## config.mk

```make
export PLATFORM = sky130hd
export DESIGN_NAME = bpu_update_ctrl
export DESIGN_NICKNAME = d
export VERILOG_FILES = /design/src/rtl/bpu_pkg.sv /design/src/rtl/bpu_update_fifo.sv /design/src/rtl/bpu_update_ctrl.sv
export SDC_FILE = /design/constraint.sdc
export NUM_CORES = 1
export LEC_CHECK = 0
export ABC_CLOCK_PERIOD_IN_PS = 7800
export BUFFER_PORTS_ARGS = -buffer_cell sky130_fd_sc_hd__buf_2
export CORE_MARGIN = 1
export CORE_UTILIZATION = 55
export DETAILED_ROUTE_END_ITERATION = 8
export PLACE_DENSITY = 0.76
export RECOVER_POWER = 100
export SETUP_SLACK_MARGIN = 0.4
export SYNTH_ARGS = -nofsm -noshare
export SYNTH_HDL_FRONTEND = slang
export SYNTH_SLANG_ARGS = --single-unit
```

## constraint.sdc

```tcl
create_clock -name CLK -period 7.8 [get_ports CLK]
set_input_delay 1.56 -clock CLK [delete_from_list [all_inputs] [get_ports CLK]]
set_output_delay 1.56 -clock CLK [all_outputs]
set_load 0.02 [all_outputs]
```

## src/rtl/bpu_pkg.sv

```systemverilog
// bpu_pkg: shared branch-type encodings, update FSM states and PHT counter helpers
package bpu_pkg;

    localparam logic [1:0] BR_COND = 2'b00;
    localparam logic [1:0] BR_JAL  = 2'b01;
    localparam logic [1:0] BR_JALR = 2'b10;
    localparam logic [1:0] BR_RET  = 2'b11;

    localparam logic [1:0] PHT_INIT = 2'b01;

    typedef enum logic [1:0] {
        ST_INIT,
        ST_IDLE,
        ST_PHT_UPD,
        ST_BTB_UPD
    } upd_state_e;

    function automatic logic [1:0] sat2_update(input logic [1:0] ctr, input logic taken);
        return taken ? ((ctr == 2'b11) ? ctr : ctr + 2'd1)
                     : ((ctr == 2'b00) ? ctr : ctr - 2'd1);
    endfunction

endpackage

```

## src/rtl/bpu_update_fifo.sv

```systemverilog
// bpu_update_fifo: synchronous FIFO with occupancy count; caller never pushes when full or pops when empty
module bpu_update_fifo #(
    parameter int DEPTH = 4,
    parameter int W     = 8
) (
    input  logic                   clk,
    input  logic                   rst_n,
    input  logic                   push,
    input  logic                   pop,
    input  logic [W-1:0]           din,
    output logic [W-1:0]           dout,
    output logic [$clog2(DEPTH):0] count,
    output logic                   full,
    output logic                   empty
);

    localparam int AW = $clog2(DEPTH);
    localparam int CW = AW + 1;

    logic [W-1:0]  mem_q [DEPTH];
    logic [AW-1:0] wr_q, wr_d, rd_q, rd_d;
    logic [CW-1:0] cnt_q, cnt_d;

    // pointers wrap naturally because DEPTH is a power of two
    always_comb begin
        wr_d  = wr_q + AW'(push);
        rd_d  = rd_q + AW'(pop);
        cnt_d = cnt_q + CW'(push) - CW'(pop);
    end

    // storage needs no reset; only the pointers define validity
    always_ff @(posedge clk) begin
        if (push) mem_q[wr_q] <= din;
    end

    // pointer and occupancy state, cleared asynchronously
    always_ff @(posedge clk or negedge rst_n) begin
        if (!rst_n) begin
            wr_q  <= '0;
            rd_q  <= '0;
            cnt_q <= '0;
        end else begin
            wr_q  <= wr_d;
            rd_q  <= rd_d;
            cnt_q <= cnt_d;
        end
    end

    assign dout  = mem_q[rd_q];
    assign count = cnt_q;
    assign full  = cnt_q == CW'(DEPTH);
    assign empty = cnt_q == '0;

endmodule

```

## src/rtl/bpu_update_ctrl.sv

```systemverilog
// bpu_update_ctrl: buffers resolved branches and sequences PHT/GHR then BTB training writes, with PHT init after reset
module bpu_update_ctrl #(
    parameter int         FIFO_DEPTH  = 4,
    parameter int         PHT_IDX_W   = 11,
    parameter int         PHT_ENTRIES = 2 ** PHT_IDX_W,
    parameter logic [1:0] PHT_INIT    = bpu_pkg::PHT_INIT
) (
    input  logic                 CLK,
    input  logic                 RST_N,
    input  logic                 BPU__Stall,
    input  logic                 Res_Valid,
    output logic                 Res_Ready,
    input  logic [31:0]          Res_PC,
    input  logic [31:0]          Res_Target,
    input  logic [1:0]           Res_Type,
    input  logic                 Res_Taken,
    input  logic [PHT_IDX_W-1:0] Res_PHT_Index,
    input  logic [1:0]           Res_PHT_Data,
    output logic [PHT_IDX_W-1:0] PHT_Write_Index,
    output logic [1:0]           PHT_Write_Data,
    output logic                 PHT_Write_En,
    output logic                 GHR_Write_Data,
    output logic                 GHR_Write_En,
    output logic [31:0]          BTB_Write_Addr,
    output logic [31:0]          BTB_Write_Data,
    output logic                 BTB_Write_En,
    output logic                 Init_Busy
);

    import bpu_pkg::*;

    localparam int REC_W = 32 + 30 + 2 + 1 + PHT_IDX_W + 2;
    localparam int CW    = $clog2(FIFO_DEPTH) + 1;
    localparam logic [PHT_IDX_W-1:0] INIT_LAST = PHT_IDX_W'(PHT_ENTRIES - 1);

    upd_state_e           state_q, state_d;
    logic [PHT_IDX_W-1:0] init_cnt_q, init_cnt_d;

    logic [REC_W-1:0]     rec_in, rec_head;
    logic [CW-1:0]        fifo_count;
    logic                 fifo_full, fifo_empty, push, pop;

    logic [31:0]          h_pc;
    logic [29:0]          h_tgt;
    logic [1:0]           h_type, h_data;
    logic                 h_taken;
    logic [PHT_IDX_W-1:0] h_idx;

    logic                 init_st, init_wr, pht_st, btb_st, pht_go, btb_go, is_cond;
    logic                 unused_tgt_lsb;

    // the low target bits are implied by alignment and never stored
    assign unused_tgt_lsb = ^Res_Target[1:0];
    assign rec_in = {Res_PC, Res_Target[31:2], Res_Type, Res_Taken, Res_PHT_Index, Res_PHT_Data};
    assign {h_pc, h_tgt, h_type, h_taken, h_idx, h_data} = rec_head;

    assign init_st   = state_q == ST_INIT;
    assign init_wr   = init_st && RST_N;
    assign pht_st    = state_q == ST_PHT_UPD;
    assign btb_st    = state_q == ST_BTB_UPD;
    assign pht_go    = pht_st && !BPU__Stall;
    assign btb_go    = btb_st && !BPU__Stall;
    assign is_cond   = h_type == BR_COND;

    assign Init_Busy = init_st;
    assign Res_Ready = !init_st && !fifo_full;
    assign push      = Res_Valid && Res_Ready;
    assign pop       = btb_go;

    bpu_update_fifo #(
        .DEPTH (FIFO_DEPTH),
        .W     (REC_W)
    ) u_fifo (
        .clk   (CLK),
        .rst_n (RST_N),
        .push  (push),
        .pop   (pop),
        .din   (rec_in),
        .dout  (rec_head),
        .count (fifo_count),
        .full  (fifo_full),
        .empty (fifo_empty)
    );

    // next state: init sweep, then two stall-aware steps per queued record
    always_comb begin
        state_d    = state_q;
        init_cnt_d = init_cnt_q;
        case (state_q)
            ST_INIT: begin
                init_cnt_d = (init_cnt_q == INIT_LAST) ? '0 : init_cnt_q + 1'b1;
                state_d    = (init_cnt_q == INIT_LAST) ? ST_IDLE : ST_INIT;
            end
            ST_IDLE:    state_d = (!fifo_empty && !BPU__Stall) ? ST_PHT_UPD : ST_IDLE;
            ST_PHT_UPD: state_d = BPU__Stall ? ST_PHT_UPD : ST_BTB_UPD;
            ST_BTB_UPD: state_d = BPU__Stall ? ST_BTB_UPD
                                : (fifo_count > CW'(1) || push) ? ST_PHT_UPD : ST_IDLE;
            default:    state_d = ST_INIT;
        endcase
    end

    // FSM and sweep counter registers; reset restarts the PHT sweep from entry 0
    always_ff @(posedge CLK or negedge RST_N) begin
        if (!RST_N) begin
            state_q    <= ST_INIT;
            init_cnt_q <= '0;
        end else begin
            state_q    <= state_d;
            init_cnt_q <= init_cnt_d;
        end
    end

    // write-port decode from state, FIFO head and sweep counter; PHT and BTB never share a cycle
    always_comb begin
        PHT_Write_En    = init_wr || (pht_go && is_cond);
        PHT_Write_Index = init_st ? init_cnt_q : (pht_st ? h_idx : '0);
        PHT_Write_Data  = init_wr ? PHT_INIT : (pht_st ? sat2_update(h_data, h_taken) : 2'b00);
        GHR_Write_En    = pht_go && is_cond;
        GHR_Write_Data  = pht_st && h_taken;
        BTB_Write_En    = btb_go && (!is_cond || h_taken);
        BTB_Write_Addr  = btb_st ? h_pc : '0;
        BTB_Write_Data  = btb_st ? {h_tgt, h_type} : '0;
    end

endmodule

```

# After elaboration in Yosys (flattened, before gate mapping)
# Memories as Yosys holds them, arrays and structs flattened.
# Cells that the tools add are included.
word_totals:
  ff_bits: 20
  latchBits: 0
  ramBits: 312
  romBits: 0
  in_bits: 84
  word_cells: 59
  mem_count: 1
op_classes:
  add_sub_neg: 7
  mul: 0
  div: 0
  magnitude_cmp: 1
  eq_ne: 6
  shifts: 0
  muxes: 18
  bitwise_logic: 0
  reduce_logical: 21
memory_table:
  columns: ["name", "depth", "word_bits", "rd", "rd_ports_with_merged_regs", "wr", "line_no", "source"]
  rows:
  - ["u_fifo.mem_q", 4, 78, 1, 0, 1, "bpu_update_fifo.sv:20", "logic [W-1:0] mem_q [DEPTH];"]
ops:
  columns: ["operator", "count"]
  rows:
  - ["$mux 32", 2]
  - ["$mux 11", 3]
  - ["$mux 2", 8]
  - ["$add 11x1->11 const B", 1]
  - ["$eq 11x11->1 const B", 1]
  - ["$logic_and 1x1->1", 9]
  - ["$pmux 2 s4", 1]
  - ["$eq 2x2->1 const B", 3]
  - ["$logic_not 2->1", 3]
  - ["$logic_not 1->1", 5]
  - ["$add 2x1->2", 2]
  - ["$mux 1", 4]
  - ["$add 3x1->3", 1]
  - ["$eq 3x3->1 const B", 1]
  - ["$gt 3x1->1 const B", 1]
  - ["$logic_not 3->1", 1]
  - ["$logic_or 1x1->1", 3]
  - ["$sub 3x1->3", 1]
  - ["$add 2x1->2 const B", 1]
  - ["$eq 2x1->1 const B", 1]
  - ["$sub 2x1->2 const B", 1]

# Depth between registers and ports, before layout
# Gate-level depths: netlist of run 1.
depth:
  word_depth: 8
  depth_mapped: 9

# By module
# A second synthesis of run 1 with hierarchy kept.
hier_totals:
  cells_unflattened: 619
  area_unflattened_um2: 12997.5
by_module_without_submodules:
  columns: ["mod", "n_inst", "cells_per_inst", "area_each_um2", "seq_area_each_um2"]
  rows:
  - ["bpu_update_fifo", 1, 433, 11609.9, 9544.2]
  - ["bpu_update_ctrl", 1, 186, 1387.6, 325.3]

# Least setup slack after synthesis of run 1
# No wires, ideal clock.
synth_timing:
  path_kind: "input port to flip-flop"
  start: "input port Res_Valid"
  end: "memory u_fifo.mem_q[1][0] (netlist bit) (enable)"
  setup_ns: 0.626
  arrival_ns: 7.442
  required_time_ns: 7.174
  path_slack_ns: -0.268
  stages: 2
  cell_sequence: "nand3_1 > nor3b_1"
synth_via:
  elab_chain_cells: 3
synth_rtl:
  columns: ["element", "line_no", "source"]
  rows:
  - ["from (decl)", "bpu_update_ctrl.sv:11", "input logic Res_Valid,"]
  - ["$logic_and 1x1->1", "bpu_update_ctrl.sv:67", "assign push = Res_Valid && Res_Ready;"]
  - ["$mux 1", "bpu_update_fifo.sv:33", "if (push) mem_q[wr_q] <= din;"]
  - ["$mux 1 (not written as such)", "bpu_update_fifo.sv:33", null]
  - ["to (decl)", "bpu_update_fifo.sv:20", null]
# Every way passes these cells.

# Worst setup path in the final report of run 1
layout_timing:
  start: "register state_q[1]"
  end: "output port BTB_Write_Addr[1]"
layout_via:
  elab_chain_cells: 2
layout_rtl:
  columns: ["element", "line_no", "source"]
  rows:
  - ["from (decl)", "bpu_update_ctrl.sv:36", "upd_state_e state_q, state_d;"]
  - ["from (signal assigned)", "bpu_update_ctrl.sv:108", "state_q <= state_d;"]
  - ["$eq 2x2->1", "bpu_update_ctrl.sv:60", "assign btb_st = state_q == ST_BTB_UPD;"]
  - ["$mux 32", "bpu_update_ctrl.sv:121", "BTB_Write_Addr = btb_st ? h_pc : '0;"]
  - ["to (decl)", "bpu_update_ctrl.sv:24", "output logic [31:0] BTB_Write_Addr,"]
# Every way passes these cells.

==> results by stage, run 1 <==
STA:
- Derived from the worst setup path, the maximum achievable clock frequency is 0.167 GHz.
- Setup violations remaining at the end of the flow were counted as 0.
- The period utilization is 76.9%.
- The max-slew violation total from the final report is 337.
- The sum of negative setup slack is 0 ns.
- Setup repair after global routing left no endpoint under its margin.
- The tightest slew margin relative to the limit is -235%.
- The final count of hold timing violations came to 0.
- The final period demand of the worst path is 6.00 ns.
- For the pin with the worst max-slew slack, the measured transition is 5.02 ns.
- Across the routed clock network, the largest skew measured is 0.0201 ns.

Logic synthesis:
- The fraction of synthesis flops using an asynchronous set or reset pin is 6.02%.
- The total of flip-flops plus latches after synthesis is 332.
- Ranked by instance count, the synthesized netlist is headed by sky130_fd_sc_hd__edfxtp_1 (312), sky130_fd_sc_hd__mux4_2 (76), sky130_fd_sc_hd__nor2b_1 (65).
- The post-synthesis cell count is 614.
- The net count of the mapped netlist is 705.
- The most common cell in the synthesized netlist is sky130_fd_sc_hd__edfxtp_1.
- The summed instance area of the synthesized netlist is 12900 um^2.
- The biggest area consumer among synthesized cells is sky130_fd_sc_hd__edfxtp_1.
- The number of warnings issued by yosys is 0.
- The most frequently used flop master after synthesis is sky130_fd_sc_hd__edfxtp_1.
- Each instance of the synthesized netlist takes up on average 21.1 um^2.
- The number of synthesized flops with an enable pin is 312.
- Of the post-synthesis cell area, the dominant cell type holds 72.4%.
- By area the synthesized netlist is led by sky130_fd_sc_hd__edfxtp_1 (72%), sky130_fd_sc_hd__mux4_2 (13%), sky130_fd_sc_hd__dfrtp_1 (3.9%), sky130_fd_sc_hd__nor2b_1 (3.1%), sky130_fd_sc_hd__mux2i_1 (0.85%).
- Sequential elements use 76.3% of the synthesized area.
- Synthesis instantiated 40 different standard cells from the library.

Clock network:
- The number of resized instances in the post-cts repair step is 0.
- At the later pin of the worst-skew pair, clock insertion delay measures 0.50 ns.
- Hold repair after CTS inserted 0 buffers.
- The number of H-tree branching levels is 2.
- The clock root buffer is sky130_fd_sc_hd__clkbuf_16.
- The clock tree buffer depth is 3.
- In this run the post-CTS setup repair buffer count came out at 0.
- Clock-pin slew was measured on the worst setup and hold paths at 0.06 ns.
- The TritonCTS sink count is 332.
- The number of clock buffers added by TritonCTS is 34.
- The clock tree from TritonCTS is built.

Final layout:
- The number of fill cells in the layout is 1654.
- The post-layout net count is 883.
- The growth of design area from synthesis to finish is 15.0%.
- The share of cells above drive strength 1 is 17.0%.
- The post-layout utilization of the core is 65.1%.

Worst setup path:
- The destination of the worst register-to-register timing path is u_fifo.mem_q[3][15].
- The critical path goes through nand2_2, clkbuf_1, nor2b_1, clkbuf_1.
- Broken down by cell family, the worst path's largest delay share belongs to buffers and inverters.
- The register-to-register path setup slack is 1.86 ns.
- The critical path runs through a total of 4 cells.
- The startpoint type of the worst setup path is a register.
- STA puts the critical path data arrival time at 4.44 ns.
- The critical path's largest stage delay is 2.38 ns.
- The slowest stage cell on the critical path is sky130_fd_sc_hd__clkbuf_1.
- The worst setup path startpoint is state_q[1].
- The maximum net fanout on the critical path is 64.
- The number of buffers and inverters on the critical path is 2.
- Counting stages on the worst path, the most repeated cell is sky130_fd_sc_hd__clkbuf_1.
- The critical path ends at BTB_Write_Addr[1].
- The kind of capture point of the worst setup path is an output port.
- The critical register-to-register path startpoint is state_q[1].
- The cell count of the worst reg-to-reg path is 5.
- Data on the critical path is required at its endpoint by 6.24 ns.
- The path type of the worst setup path is register to output port.

Power and ir drop:
- IR analysis of the VDD net gives a maximum drop of 0.000191 V.
- For this design the static power due to leakage is 4.71 nW.
- The power density normalized to cell area is 238 nW/um^2.

Floorplan:
- The total area inside the core boundary comes to 22800 um^2.
- The die is 155 um tall.
- Once the floorplan was initialized, standard cells occupied 56.6% of the core.
- The I/O pin total is 167.
- Row generation in the floorplan step produced 55 rows.
- The die boundary width is 155 um.
- The die covers 24100 um^2.

Routing:
- The number of vias per cell is 5.56.
- Detailed routing inserted a total of 6289 vias.
- The detail route stage leaves a number of antenna-violating nets equal to 0.
- For this run, design rule violations remaining after detail routing come to 0.
- The routed design has 24000 um of wire.
- In this run, the number of DRC markers left after iteration 0 of detailed routing was 382.
- Before antenna repair, the detailed router went through 5 iterations.
- Dividing the detail-routed wire length by the instance count gives 21.2 um.

Global route:
- The total congestion overflow after global routing is 0.
- The largest net degree at the start of global routing is 79.
- For this run, the total global-route usage over all layers was measured as 20.6%.
- The via count of the first global-routing pass was 6725.
- The first global-routing pass estimated 37300 um of wire.
- The initial antenna violation count is 0.

Placed design:
- During placement, the flow inserted port buffers numbering 164.
- At the end of routability-driven placement, the weighted congestion stood at 0.749.
- The HPWL after detailed placement is 14200 um.

Status:
- The final reports fail on capacitance limit, slew limit.
- The run finished, with violations left.

Hold path:
- The class of the most critical hold timing path is register to register.

Run:
- The count of max-cap constraint violations is 7.
worst min path at each step:
stage | cells past startpoint | endpoint | startpoint
detailed placement | 1 | init_cnt_q[6] | init_cnt_q[6]
floorplan | 1 | init_cnt_q[6] | init_cnt_q[6]
finish | 1 | init_cnt_q[2] | init_cnt_q[2]
global route | 1 | init_cnt_q[6] | init_cnt_q[6]
global placement | 1 | init_cnt_q[6] | init_cnt_q[6]
CTS | 1 | init_cnt_q[6] | init_cnt_q[6]
cells in the final DEF, fill, tap and decap left out, types with 8 or more instances in the layout:
cell type / synthesis / layout
sky130_fd_sc_hd__clkbuf_1: 14 / 177
sky130_fd_sc_hd__clkbuf_16: 0 / 35
sky130_fd_sc_hd__clkinv_2: 0 / 8
sky130_fd_sc_hd__dfrtp_1: 20 / 18
sky130_fd_sc_hd__edfxtp_1: 312 / 312
sky130_fd_sc_hd__inv_1: 11 / 11
sky130_fd_sc_hd__mux2i_1: 11 / 11
sky130_fd_sc_hd__mux4_2: 76 / 76
sky130_fd_sc_hd__nor2_1: 21 / 21
sky130_fd_sc_hd__nor2b_1: 65 / 65
sky130_fd_sc_hd__xor2_1: 8 / 8
report_power, final:
group,leakage (nW),switching [mW],internal (mW)
combinational,1.14,0.0346,0.0343
clock,0.515,0.628,0.892
sequential,3.05,0.00624,1.95
per-stage QoR:
step | area (um^2) | worst slack [ns] | std cells | total power, mW | hold slack [ns]
6_report | 14900 | 1.80 | 1131 | 3.54 | 0.527
5_1_grt | 14900 | 1.41 | 1130 | 3.65 | 0.549
4_1_cts | 15100 | 2.81 | 1130 | 3.58 | 0.522
3_5_place_dp | 14100 | 3.33 | 1069 | 2.07 | 0.508
3_3_place_gp | 14100 | 3.39 | 1069 | 2.06 | 0.484
2_1_floorplan | 12900 | 2.12 | 614 | 2.03 | 0.468
final cells by class:
class	instances	area [um^2]	share of cell area [%]
inverter	11	41.3	0.278
multi-input combinational	240	2860	19.2
tap	313	392	2.63
antenna	1	2.50	0.0168
clock buffer	45	913	6.14
sequential	332	9880	66.4
clock inverter	16	128	0.858
timing repair buffer	173	662	4.45
sequential cells by signal, indices dropped and copies added (netlist names):
signal	count
init_cnt_q	11
state_q	2
u_fifo.count	3
u_fifo.mem_q	312
u_fifo.rd_q	2
u_fifo.wr_q	2
worst register-to-register path: stages (launching register included):
cell and delay [ns]:
sky130_fd_sc_hd__dfrtp_1 0.97, sky130_fd_sc_hd__or2_2 0.31, sky130_fd_sc_hd__nand3_1 0.23, sky130_fd_sc_hd__inv_1 0.18
sky130_fd_sc_hd__and3_2 0.19, sky130_fd_sc_hd__clkbuf_1 3.51
routing by layer:
layer  track usage [%]  share of wire (%)
met3              3.90                5.4
met4              6.12                1.9
met5                 0                  0
met1              26.9                 40
met2              35.4                 52
logic make-up after synthesis:
group | share of synthesized area (%)
fa+ha+maj | 0.822
flops | 76.3
compound gates | 0.609
buf+inv | 1.62
simple gates | 5.37
xor+xnor | 0.812
mux | 14.5
Note: power is estimated with default switching activity, not from simulation.
==> run 2: changes to the inputs <==
- ABC_CLOCK_PERIOD_IN_PS: 7800 -> 5500
- CORE_UTILIZATION: 55 -> 52
- clock period: 7.8 -> 5.5 ns (I/O delays scaled with it)
==> run 2 against run 1 <==
The run still ends with capacitance limit, slew limit left. Setup slack got worse by 0.95 ns. Critical path depth did not move. Combinational power grew 44%. Design area grew 0.34%. Sequential share of layout area shrank 0.24 points. Via count barely moved. Largest cell class unchanged. Highest routed layer is now met5.
==> results by stage, run 2 (synthesis results as in run 1) <==
Status:
- The flow ran to the end, but the final reports show violations.
- The final reports fail on capacitance limit, slew limit.

Clock network:
- The post-CTS repair timing setup buffer count came to 0 (unchanged).
- The clock root buffer is sky130_fd_sc_hd__clkbuf_16.
- The clock insertion delay at the later pin of the skew report came to 0.49 ns (about the same).
- The post-CTS clock slew at the launch and capture registers of the worst setup and hold paths came to 0.06 ns (about the same).
- The number of H-tree branching levels was 2 (unchanged).
- The hold buffer count at CTS came to 0 (unchanged).
- The clock tree from TritonCTS is built.
- The clock tree buffer depth came to 3 (unchanged).
- The number of resized instances in the post-cts repair step is 0 (unchanged).
- The number of buffers added by the clock tree synthesis step is 35 (+2.9%).
- The TritonCTS sink count is 332 (unchanged).

Final layout:
- The register with the most flip-flops is u_fifo.mem_q.
- The number of antenna diodes is 0 (-1).
- The growth of design area from synthesis to finish is 15.4%.
- The post-layout net count is 885 (+0.23%).
- The flip-flop count of the largest register, all copies and words added was 312 (unchanged).
- The share of cells above drive strength 1 is 17.5% (+0.47 points).
- In the layout the commonest cells are sky130_fd_sc_hd__edfxtp_1 (312), sky130_fd_sc_hd__clkbuf_1 (169), sky130_fd_sc_hd__mux4_2 (76), sky130_fd_sc_hd__nor2b_1 (65), sky130_fd_sc_hd__clkbuf_16 (37).
- The most common cell after layout, fill and taps aside is sky130_fd_sc_hd__edfxtp_1.

Global route:
- The met2 global-route usage is 33.5% (-1.9 points).
- The routing layer with the top usage in global route is met2.
- The initial antenna violation count is 1 (+1).
- The global-route track usage on met1 is 23.6% (-3.3 points).
- The total routing resource utilization after global routing is 19.1% (-1.4 points).
- The global-route met3 utilization came to 4.10% (+0.20 points).
- The largest net degree at the start of global routing is 67 (-15%).
- The total congestion overflow after global routing came to 0 (unchanged).
- The first-pass GRT wire length was 37200 um (-0.19%).
- The via count of the first global-routing pass came to 6846 (+1.8%).

STA:
- The sum of negative setup slack is 0 ns (unchanged).
- The final count of negative-setup-slack endpoints is 0 (unchanged).
- The tightest slew margin relative to the limit is -76.6% (+160 points).
- The max-slew violation total from the final report is 282 (-16%).
- The setup slack of the critical path after layout is 0.853 ns (-0.948 ns).
- The final count of hold timing violations is 0 (unchanged).
- The final critical path takes up 84.5% of the cycle.
- Setup repair after global routing left no endpoint under its margin.
- The slew at the pin with the worst max-slew slack was 2.65 ns (-2.37 ns).
- The worst clock skew is 0.0143 ns (-0.00586 ns).
- The final period demand of the worst path is 4.65 ns.
- The timing-limited maximum frequency is 0.215 GHz.

Placed design:
- The HPWL after detailed placement is 14000 um (-1.1%).
- The worst setup timing slack at the placement stage is 1.84 ns (-1.49 ns).
- The placer's final routability congestion estimate was 0.765 (+2.2%).
- The count of input and output buffers is 164 (unchanged).

Floorplan:
- The total die area is 25500 um^2 (+5.7%).
- The floorplan core area came to 24400 um^2 (+6.8%).
- The height of the die came to 160 um (+2.8%).
- The count of standard-cell rows is 57 (+3.6%).
- The effective utilization at floorplan is 53.0% (-3.6 points).
- The die boundary width came to 160 um (+2.8%).
- The I/O pin total is 167 (unchanged).

Power and ir drop:
- The power density normalized to cell area is 337 nW/um^2 (+41%).
- The peak supply drop was 0.000297 V (+56%).
- The leakage dissipation came to 4.73 nW (+0.50%).

Routing:
- The per-cell routed wire length is 20.7 um (-2.2%).
- The wire length after detailed routing was 23700 um (-1.3%).
- The number of design-rule violations left by the first detailed-router iteration is 428 (+12%).
- The number of DRC violations after detailed routing came to 0 (unchanged).
- The remaining antenna violation count after routing came to 0 (unchanged).
- The detailed-routing iteration count for the pre-antenna-repair pass came to 4 (-1).
- The total via count after detailed routing is 6288 (-0.016%).
- The number of vias per cell is 5.51 (-0.98%).

Worst setup path:
- The slowest stage cell on the critical path is sky130_fd_sc_hd__dfrtp_2.
- The critical path's largest stage delay came to 1.45 ns (-0.93 ns).
- The path type of the worst setup path is register to output port.
- The startpoint type of the worst setup path is a register.
- Walking the worst path, the cells encountered are mux4_2, nor2_1, and4bb_2, clkbuf_1.
- The critical path data required time is 4.40 ns (-1.84 ns).
- The worst path arrival time was 3.55 ns (-0.89 ns).
- The maximum net fanout on the critical path is 46 (-28%).
- The kind of capture point of the worst setup path is an output port.

Hold path:
- The tightest min-delay check is of the register to register type.

Run:
- The count of max-cap constraint violations is 6 (-1).
-- run 2: cell count changes in the layout (fill, tap and decap cells not counted), sizes merged --
| cell | change |
|---|---|
| buf | +3 |
| diode | -1 |
| inv | -1 |
| clkbuf | -5 |
| bufinv | -1 |
| clkinv | +4 |
| clkinvlp | +1 |
-- run 2: metal layers --
layer,part of all wire [%],vias up
met5,0.038,-
met3,4.8,37
met4,2.3,2
met2,52,171
met1,41,3254
li1,-,2824
-- run 2: path summary, 6_finish.rpt --
path	depth (start not counted)	slack (ns)	startpoint	end
min reg2reg	1	0.54	init_cnt_q[6]	init_cnt_q[6]
min in group asynchronous	1	0.83	RST_N	u_fifo.count[1]
max in group asynchronous	1	3.82	RST_N	u_fifo.rd_q[1]
max	4	0.85	u_fifo.rd_q[0]	GHR_Write_En
max reg2reg	6	1.10	state_q[1]	u_fifo.mem_q[2][45]
min	1	0.54	init_cnt_q[6]	init_cnt_q[6]
-- run 2: worst max-delay path: cells and delay by family, from the launching register on --
family / cells / cell delay, ns
and+or+nand+nor: 2 / 0.68
buffers and inverters: 1 / 0.24
DFF: 1 / 1.45
muxes: 1 / 0.67
-- run 2: report_power, final --
group          switching (mW)  leakage (nW)  total (mW)  internal, mW
combinational          0.0484          1.16      0.0989        0.0504
clock                   0.887         0.519        2.15          1.27
sequential             0.0106          3.05        2.77          2.76
-- run 2: final cells by class --
type / count / area (um^2)
fill: 1778 / 9460
clock buffer: 42 / 945
sequential: 332 / 9870
clock inverter: 19 / 114
multi-input combinational: 240 / 2860
timing repair buffer: 174 / 686
inverter: 11 / 41.3
tap: 324 / 405
-- run 2: stage by stage --
step	instances	power, mW	area [um^2]	hold WS (ns)	util (%)
2_1_floorplan	614	2.88	12900	0.468	-
3_3_place_gp	1081	2.92	14100	0.487	57.9
3_5_place_dp	1081	2.93	14100	0.521	57.9
4_1_cts	1142	5.08	15200	0.533	62.3
5_1_grt	1142	5.18	14900	0.544	61.2
6_report	1142	5.02	14900	0.537	61.2
==> run 3: changes to the inputs <==
- ABC_AREA: default -> 1
- ABC_CLOCK_PERIOD_IN_PS: 5500 -> 3850
- clock period: 5.5 -> 3.85 ns (I/O delays scaled with it)
==> run 3 against run 2 <==
The flow still finishes with violations (capacitance limit, slew limit). Sequential share of layout area shrank 1.7 points. Sequential cell count is the same. Critical path depth is 1 higher. Worst hold slack got worse by 0.039 ns. Via count increased by 38%. First-iteration DRC count grew 75%. Critical path type unchanged.
==> results by stage, run 3 <==
Status:
- The run finished, with violations left.
- The final reports fail on capacitance limit, slew limit.

Logic synthesis:
- Ranked by total cell area, the synthesized netlist is headed by sky130_fd_sc_hd__edfxtp_1 (70%), sky130_fd_sc_hd__nor2_1 (7.5%), sky130_fd_sc_hd__dfrtp_1 (3.8%), sky130_fd_sc_hd__o21ai_0 (3.0%), sky130_fd_sc_hd__a21oi_1 (2.6%).
- The total of flip-flops plus latches after synthesis is 332 (unchanged).
- The fraction of synthesis flops using an asynchronous set or reset pin is 6.02% (unchanged).
- The sequential cell area fraction in the yosys report is 74.0% (-2.3 points).
- Of all cell types, the one taking the most synthesized area is sky130_fd_sc_hd__edfxtp_1.
- The share of the synthesized area in the top cell type is 70.2% (-2.2 points).
- Ranked by instance count, the synthesized netlist is headed by sky130_fd_sc_hd__edfxtp_1 (312), sky130_fd_sc_hd__nor2_1 (266), sky130_fd_sc_hd__nand2_1 (91).
- The number of warnings issued by yosys is 0 (unchanged).
- The number of synthesized flops with an enable pin is 312 (unchanged).
- The most frequently used flop master after synthesis is sky130_fd_sc_hd__edfxtp_1.
- The post-synthesis cell count is 1074 (+75%).
- The summed instance area of the synthesized netlist came to 13300 um^2 (+3.1%).
- The post-synthesis average cell area is 12.4 um^2 (-41%).
- The count of distinct cell types in the synthesized netlist was 34 (-15%).
- By instance count, the leading cell after synthesis is sky130_fd_sc_hd__edfxtp_1.
- The net count of the mapped netlist came to 1165 (+65%).

Worst setup path:
- The startpoint type of the worst setup path is a register.
- The path type of the worst setup path is register to output port.
- The signal on the critical path passes through inv_8, buf_4, o21ai_0, a21oi_1, clkbuf_1.
- Among all stages on the critical path, the largest delay is contributed by sky130_fd_sc_hd__dfrtp_2.
- STA classifies the critical path endpoint as an output port.
- The worst path arrival time is 2.65 ns (-0.90 ns).
- The maximum net fanout on the critical path is 67 (+46%).
- The critical path data required time was 3.08 ns (-1.32 ns).
- The critical path's largest stage delay is 0.68 ns (-0.77 ns).

Clock network:
- TritonCTS built the clock tree.
- The tree is rooted in a sky130_fd_sc_hd__clkbuf_16.
- The number of buffers added by the clock tree synthesis step came to 35 (unchanged).
- The clock tree buffer depth is 3 (unchanged).
- The number of H-tree branching levels was 2 (unchanged).
- The post-CTS clock slew at the launch and capture registers of the worst setup and hold paths is 0.06 ns (about the same).
- The clock insertion delay at the later pin of the skew report was 0.52 ns (+0.03 ns).
- The hold buffer count at CTS is 0 (unchanged).
- The TritonCTS sink count was 332 (unchanged).

Placed design:
- The count of input and output buffers came to 164 (unchanged).
- The HPWL after detailed placement is 15400 um (+10%).
- The placer's final routability congestion estimate was 0.839 (+9.7%).

Routing:
- The number of design-rule violations left by the first detailed-router iteration is 749 (+75%).
- The wire length after detailed routing is 28600 um (+21%).
- The per-cell routed wire length is 18.1 um (-13%).
- The total via count after detailed routing is 8661 (+38%).
- The remaining antenna violation count after routing is 0 (unchanged).
- The detailed-routing iteration count for the pre-antenna-repair pass came to 6 (+2).
- The number of vias per cell came to 5.47 (-0.70%).
- The number of DRC violations after detailed routing came to 0 (unchanged).

STA:
- The slew at the pin with the worst max-slew slack is 1.57 ns (-1.07 ns).
- The tightest slew margin relative to the limit came to -4.96% (+72 points).
- Derived from the worst setup path, the maximum achievable clock frequency is 0.292 GHz.
- The sum of negative setup slack is 0 ns (unchanged).
- The max-slew violation total from the final report was 26 (-91%).
- The final count of negative-setup-slack endpoints came to 0 (unchanged).
- The final count of hold timing violations is 0 (unchanged).
- The final critical path takes up 88.9% of the cycle.
- Setup repair after global routing left no endpoint under its margin.
- The worst clock skew was 0.0258 ns (+0.0115 ns).
- The clock period could shrink to 3.42 ns.

Global route:
- The via count of the first global-routing pass was 8409 (+23%).
- The initial antenna violation count is 2 (+1).
- The total congestion overflow after global routing is 0 (unchanged).
- The first-pass GRT wire length is 43000 um (+15%).
- The total routing resource utilization after global routing is 21.5% (+2.3 points).
- The largest net degree at the start of global routing is 114 (+70%).

Final layout:
- The share of cells above drive strength 1 is 6.86% (-11 points).
- The post-layout utilization of the core is 60.8% (-0.37 points).
- The flip-flop count of the largest register, all copies and words added came to 312 (unchanged).
- Compared with the post-synthesis result, the final layout area differs by 14.8%.
- The number of antenna diodes came to 0 (unchanged).
- In the layout the commonest cells are sky130_fd_sc_hd__edfxtp_1 (312), sky130_fd_sc_hd__nor2_1 (266), sky130_fd_sc_hd__clkbuf_1 (162), sky130_fd_sc_hd__nand2_1 (93), sky130_fd_sc_hd__o21ai_0 (81).
- The register with the most flip-flops is u_fifo.mem_q.
- The number of fill cells in the layout is 1979 (+11%).
- The most common cell after layout, fill and taps aside is sky130_fd_sc_hd__edfxtp_1.
- The post-layout net count came to 1322 (+49%).

Floorplan:
- The I/O pin total is 167 (unchanged).
- The floorplan core area was 25200 um^2 (+3.2%).
- The die boundary width was 162 um (+1.5%).
- The count of standard-cell rows is 58 (+1.8%).
- The height of the die is 162 um (+1.5%).
- The effective utilization at floorplan is 53.0% (-0.061 points).
- The total die area is 26300 um^2 (+3.1%).

Run:
- The count of max-cap constraint violations came to 2 (-4).

Hold path:
- In this run the worst hold path is classified as primary input to async pin.

Power and ir drop:
- The peak supply drop is 0.000578 V (+94%).
- The power density normalized to cell area is 859 nW/um^2 (+160%).
- The total power of the final layout is 13.2 mW (+160%).
- The leakage dissipation is 5.32 nW (+12%).
run 3: timing repair:
item | CTS | global route
resized for setup | 1 | 2
buffers inserted | 1 | 0
cloned | 0 | 1
pin swaps | 0 | 0
endpoints found under the setup margin | 39 | 3
run 3: path summary, 6_finish.rpt:
path / startpoint / to / slack (ns) / cells past startpoint
worst max register to register: state_q[1] / u_fifo.mem_q[0][27] / 0.72 / 5
worst max-delay path: u_fifo.rd_q[0] / BTB_Write_Data[21] / 0.43 / 5
worst min-delay path: RST_N / u_fifo.count[1] / 0.50 / 1
max in group asynchronous: RST_N / u_fifo.rd_q[0] / 2.57 / 1
worst min register to register: init_cnt_q[7] / init_cnt_q[7] / 0.53 / 2
min in group CLK: Res_PC[29] / u_fifo.mem_q[3][75] / 0.51 / 1
run 3: cells by family (layout without fill, tap and decap cells):
family	after synthesis	in the layout	share of synthesized area, %
simple gates	421	421	12.8
flops	332	332	74.0
fa+ha+maj	7	7	0.713
buf+inv	96	276	4.02
xor+xnor	7	7	0.460
compound gates	211	211	8.05
run 3: worst max-delay path, delay by kind of cell (launching register included):
family          cells  cell delay (ns)
compound gates      2             0.36
buf+inv             3             1.07
flops               1             0.68
run 3: area by class of cell:
type / count / area [um^2] / area share, %
Clock buffer: 45 / 933 / 6.09
Tap cell: 330 / 413 / 2.70
Timing Repair Buffer: 181 / 831 / 5.42
Sequential cell: 332 / 9870 / 64.4
Inverter: 35 / 141 / 0.923
Multi-Input combinational cell: 646 / 2910 / 19.0
Clock inverter: 15 / 214 / 1.40
run 3: through the flow:
stage | area [um^2] | hold WS, ns | setup WS (ns) | instances
floorplan | 13400 | 0.474 | -0.671 | 1074
global placement | 14400 | 0.499 | 0.808 | 1522
detailed placement | 14400 | 0.524 | 0.786 | 1522
CTS | 15600 | 0.238 | 0.496 | 1583
global route | 15300 | 0.506 | 0.239 | 1584
finish | 15300 | 0.498 | 0.428 | 1584
run 3: power by group:
| group | switching [mW] | total [mW] | internal [mW] | leakage (nW) |
|---|---|---|---|---|
| sequential | 0.252 | 5.06 | 4.81 | 3.10 |
| clock | 1.29 | 3.34 | 2.05 | 0.554 |
| combinational | 3.49 | 4.76 | 1.27 | 1.66 |
| total | 5.03 | 13.2 | 8.12 | 5.32 |
run 3: metal layers:
metal  GRT usage, %  up-vias  part of all wire, %  wire (um)
met1           26.4     4179                   40      11300
met5              0        -                0.094         27
met3           5.77       55                  8.1       2320
li1               -     4085                    -          -
met4           7.89        4                  2.4        681
met2           36.4      338                   50      14200
